<file path="config.mk">
export PLATFORM = sky130hd
export DESIGN_NAME = cardinal_nic_ctrl
export DESIGN_NICKNAME = d
export VERILOG_FILES = /design/src/rtl/cardinal_nic_pkg.sv /design/src/rtl/cardinal_pkt_reg.sv /design/src/rtl/cardinal_nic_ctrl.sv
export SDC_FILE = /design/constraint.sdc
export NUM_CORES = 1
export LEC_CHECK = 0
export CORE_MARGIN = 5
export CORE_UTILIZATION = 29
export DETAILED_ROUTE_END_ITERATION = 8
export PLACE_DENSITY = 0.79
export SLEW_MARGIN = 20
export SYNTH_ARGS = -nofsm -noshare
export SYNTH_HDL_FRONTEND = slang
export SYNTH_SLANG_ARGS = --single-unit
</file>
<file path="constraint.sdc">
create_clock -name clk -period 1.7 [get_ports clk]
set_clock_uncertainty 0.15 [all_clocks]
set_input_delay 0.34 -clock clk [delete_from_list [all_inputs] [get_ports clk]]
set_output_delay 0.34 -clock clk [all_outputs]
set_load 0.005 [all_outputs]
</file>
<file path="src/rtl/cardinal_nic_pkg.sv">
// cardinal_nic_pkg: shared register map, status/VC bit positions and sequencer state types
package cardinal_nic_pkg;
  localparam logic [1:0] ADDR_IN_BUF   = 2'b00;
  localparam logic [1:0] ADDR_IN_STAT  = 2'b01;
  localparam logic [1:0] ADDR_OUT_BUF  = 2'b10;
  localparam logic [1:0] ADDR_OUT_STAT = 2'b11;
  localparam int STATUS_BIT = 63;
  localparam int VC_BIT     = 0;
  typedef enum logic [2:0] {IDLE, POLL_IN, READ_IN, POLL_OUT, WRITE_OUT} nic_state_e;
  typedef enum logic {RR_RX, RR_TX} rr_e;
endpackage

</file>
<file path="src/rtl/cardinal_pkt_reg.sv">
// cardinal_pkt_reg: one-entry valid/ready holding register for received packets
module cardinal_pkt_reg #(
  parameter int PACKET_SIZE = 64
) (
  input  logic                   clk,
  input  logic                   reset,
  input  logic                   load,
  input  logic [0:PACKET_SIZE-1] load_data,
  output logic                   valid,
  output logic [0:PACKET_SIZE-1] data,
  input  logic                   ready
);
  // A load wins over a same-cycle pop; data only changes on load so it is stable while valid
  always_ff @(posedge clk or negedge reset)
    if (!reset) begin
      valid <= 1'b0;
      data  <= '0;
    end else begin
      valid <= load || (valid && !ready);
      if (load) data <= load_data;
    end
endmodule

</file>
<file path="src/rtl/cardinal_nic_ctrl.sv">
// cardinal_nic_ctrl: round-robin RX/TX sequencer for the NIC register port; CARDINAL_NIC_CTRL_STATS_EN adds packet counters
module cardinal_nic_ctrl
  import cardinal_nic_pkg::*;
#(
  parameter int PACKET_SIZE = 64
`ifdef CARDINAL_NIC_CTRL_STATS_EN
  , parameter int CNT_W = 16
`endif
) (
  input  logic                   clk,
  input  logic                   reset,
  output logic [0:1]             nic_addr,
  output logic                   nic_en,
  output logic                   nic_en_wr,
  output logic [0:PACKET_SIZE-1] nic_d_in,
  input  logic [0:PACKET_SIZE-1] nic_d_out,
  input  logic                   tx_valid,
  input  logic [0:PACKET_SIZE-1] tx_data,
  output logic                   tx_ready,
  output logic                   rx_valid,
  output logic [0:PACKET_SIZE-1] rx_data,
  input  logic                   rx_ready
`ifdef CARDINAL_NIC_CTRL_STATS_EN
  , output logic [CNT_W-1:0]     tx_count
  , output logic [CNT_W-1:0]     rx_count
`endif
);
  nic_state_e state, state_nx;
  rr_e        rr, rr_nx;
  logic       rx_elig;

  assign rx_elig = !rx_valid || rx_ready;

  // State and round-robin pointer registers
  always_ff @(posedge clk or negedge reset)
    if (!reset) begin
      state <= IDLE;
      rr    <= RR_RX;
    end else begin
      state <= state_nx;
      rr    <= rr_nx;
    end

  // Next-state: arbitrate in IDLE, act on the polled status bit, hand priority to the other side after a poll
  always_comb begin
    state_nx = state;
    rr_nx    = rr;
    unique case (state)
      IDLE:      state_nx = (rx_elig && (!tx_valid || rr == RR_RX)) ? POLL_IN : tx_valid ? POLL_OUT : IDLE;
      POLL_IN: begin
        state_nx = nic_d_out[STATUS_BIT] ? READ_IN : IDLE;
        rr_nx    = RR_TX;
      end
      READ_IN:   state_nx = IDLE;
      POLL_OUT: begin
        state_nx = (!nic_d_out[STATUS_BIT] && tx_valid) ? WRITE_OUT : IDLE;
        rr_nx    = RR_RX;
      end
      WRITE_OUT: state_nx = IDLE;
      default:   state_nx = IDLE;
    endcase
  end

  // NIC port is decoded from the state register alone, so reset clears it without waiting for a clock
  assign nic_en    = state != IDLE;
  assign nic_en_wr = state == WRITE_OUT;
  assign tx_ready  = state == WRITE_OUT;
  assign nic_addr  = state == POLL_IN   ? ADDR_IN_STAT  :
                     state == POLL_OUT  ? ADDR_OUT_STAT :
                     state == WRITE_OUT ? ADDR_OUT_BUF  : ADDR_IN_BUF;
  assign nic_d_in  = tx_ready ? tx_data : '0;

  cardinal_pkt_reg #(.PACKET_SIZE(PACKET_SIZE)) u_rx_reg (
    .clk       (clk),
    .reset     (reset),
    .load      (state == READ_IN),
    .load_data (nic_d_out),
    .valid     (rx_valid),
    .data      (rx_data),
    .ready     (rx_ready)
  );

`ifdef CARDINAL_NIC_CTRL_STATS_EN
  // Free-running wrap-around transfer counters
  always_ff @(posedge clk or negedge reset)
    if (!reset) begin
      tx_count <= '0;
      rx_count <= '0;
    end else begin
      tx_count <= tx_count + CNT_W'(state == WRITE_OUT);
      rx_count <= rx_count + CNT_W'(state == READ_IN);
    end
`endif
endmodule

</file>
==> reports/qor.txt <==
Lkg Pwr: 3.41 nW
Startpoint Class: register
syn_nets: 362
Setup CP Type: register to output port
worst reg-to-reg setup slack: -0.27 ns
final wirelength: 14.7 mm
first-pass GRT wire length: 19.9 mm
hpwl dp: 9.40 mm
status: finished, violations left
cell taking the most area after synthesis: dfrtp_1
CP arrival: 1.68 ns
fin worst setup slack: -0.474 ns
# rows: 37
Main synth FF type: dfrtp_1
Mean Syn Cell Area: 13.4 µm²
worst-path maximum fanout: 9
top cells by area, synth: dfrtp_1 (56%), mux2_1 (18%), and2_1 (13%)
measured slew at the worst slew-check pin: 0.332 ns
clk sinks: 69
hold crit path type: register to register
Root Driver: clkbuf_8
fin crit share: 1.28
Longest Clk Path Bufs: 2
WP data required: 1.21 ns
R2R Path Start: state[1]
Max Cap Viol: 0
sequential-to-total area share from yosys stat: 0.561
antenna cells: 0
filler instances: 718
Post-synth EDFFs: 0
CTS buffer count: 9
Tot GR Track Use: 0.202
Yosys cell types: 21
Worst VDD drop: 0.000838 V
initial antenna violation count: 0
H-tree Lvls: 3
Initial Util: 0.298
min cycle time layout: 2.17 ns
routability cong.: 1.08
Port Buf Inserts: 265
Final Hold Fails: 0
Die H: 113 µm
Setup crit end kind: output port
Slew Limit Headroom: 0.773
vias in the first global route: 3395
I/O pins: 266
power density cells: 1310 mW/mm²
YS warnings: 0
post-route cell area: 0.00713 mm²
Setup TNS: -43.65 ns
R2R cell count: 8
FF+latch count, synth: 69
remaining antenna violation count: 0
r2r endpoint: u_rx_reg.data[61]
DR vias: 3169
most common cell in the synthesized netlist: dfrtp_1
synth cell count leaders: dfrtp_1 (69), and2_1 (64), mux2_1 (49)
Async S/R FF share, synth: 1.00
grt ovf: 0
DR iter-0 viols: 63
Max Transition Viols Final: 0
crit path capture: nic_d_in[9]
first-pass detailed-route iteration total: 4
clk slew on worst S/H paths: 0.08 ns
post-synthesis cell area: 0.00308 mm²
failing checks: setup timing
fmax: 0.460 GHz
Nets: 678
CTS tree: built
Crit. Startpoint: state[1]
area grow syn2layout: 132%
RSZ-0062 raised after global routing: true
clk_lat worst skew: 0.33 ns
Placeable Area: 0.0103 mm²
die area: 0.0128 mm²
drc violations: 0
DR vias/cell: 4.62
Mapped Cells: 230
final setup vio count: 134
dpl cell area: 0.00591 mm²
largest net degree at the start of global routing: 70
share of the synthesized area in the top cell type: 0.561
Routed WL per cell: 21.4 µm
Chip Width: 113 µm
layout cell share with drive strength beyond 1: 0.449
-- worst min-delay path by stage --
stage	startpoint	end	slack, ns	cells after the start
final	u_rx_reg.data[41]	u_rx_reg.data[41]	0.33	1
after floorplan	reset	rr	-0.11	0
after detailed placement	reset	u_rx_reg.data[33]	0.25	2
after global placement	reset	u_rx_reg.data[35]	0.25	2
after global routing	u_rx_reg.data[41]	u_rx_reg.data[41]	0.35	1
after CTS	u_rx_reg.data[57]	u_rx_reg.data[57]	0.34	1
-- cell type report --
| type | instances | area, µm² | area share |
|---|---|---|---|
| clock inverters | 5 | 35.0 | 0.00491 |
| well taps | 136 | 170 | 0.0239 |
| clock buffers | 10 | 138 | 0.0193 |
| inverters | 3 | 11.3 | 0.00158 |
| multi-input cells | 143 | 1540 | 0.215 |
| flip-flops and latches | 69 | 1730 | 0.242 |
| repair buffers | 320 | 3520 | 0.493 |
-- cell usage in the layout (no fill, tap or decap), types with 5 or more instances in the layout --
| cell | synthesis | layout |
|---|---|---|
| and2_1 | 64 | 12 |
| and2_4 | 0 | 52 |
| buf_12 | 0 | 8 |
| buf_16 | 0 | 10 |
| buf_2 | 1 | 15 |
| buf_4 | 2 | 9 |
| buf_6 | 5 | 74 |
| clkbuf_16 | 0 | 5 |
| clkbuf_8 | 0 | 10 |
| clkdlybuf4s50_1 | 0 | 130 |
| dfrtp_1 | 69 | 69 |
| dlygate4sd2_1 | 0 | 55 |
| dlymetal6s2s_1 | 0 | 10 |
| mux2_1 | 49 | 15 |
| mux2_2 | 15 | 13 |
| mux2_4 | 0 | 36 |
-- state kept, by name, indices dropped and copies added, names as in the netlist --
signal / flops
u_rx_reg.data: 64
state: 3
rr: 1
u_rx_reg.valid: 1
-- where the power goes --
part	total [W]	internal, W	switching (W)
logic	0.00524	0.00352	0.00172
clock network	0.00119	0.000564	0.000625
registers	0.00290	0.00248	0.000419
-- through the flow --
step                      hold slack (ns)  cells   util  total power, W  setup WS (ns)
after CTS                           0.337    672  0.638         0.00863         -0.432
final                               0.333    686  0.691         0.00934         -0.474
after global placement              0.247    625  0.572         0.00668         -0.410
after floorplan                    -0.106    230      -         0.00426         0.0186
after detailed placement            0.250    625  0.572         0.00683         -0.430
after global routing                0.349    686  0.691         0.00989         -0.530
-- logic make-up (layout without fill, tap and decap cells) --
| family | Yosys count | count (layout) | share of synthesized area |
|---|---|---|---|
| flops | 69 | 69 | 0.561 |
| buf+inv | 18 | 338 | 0.0386 |
| mux | 66 | 66 | 0.240 |
| compound gates | 4 | 4 | 0.0110 |
| simple gates | 73 | 73 | 0.149 |
-- worst max-delay path: stages (launching register included) --
cell and delay [ns]:
dfrtp_1 0.41, nor3b_4 0.30, buf_6 0.23, clkbuf_16 0.17
and2_1 0.12, buf_2 0.12
-- timing repair --
item | in CTS | in global routing
cloned | 13 | 6
endpoints found under the hold margin | 69 | 0
setup buffers | 18 | 12
setup endpoints to repair | 188 | 143
pin swaps | 28 | 29
resized for setup | 413 | 117
hold buffers | 1 | 0
-- routing by layer --
metal	GRT usage	vias up	wire, µm
met5	0	-	0
met4	0.0713	0	554
met3	0.0759	45	1340
met2	0.376	182	7710
met1	0.206	1537	5060
li1	-	1405	-
No activity file was read; power rests on OpenSTA's default activity.
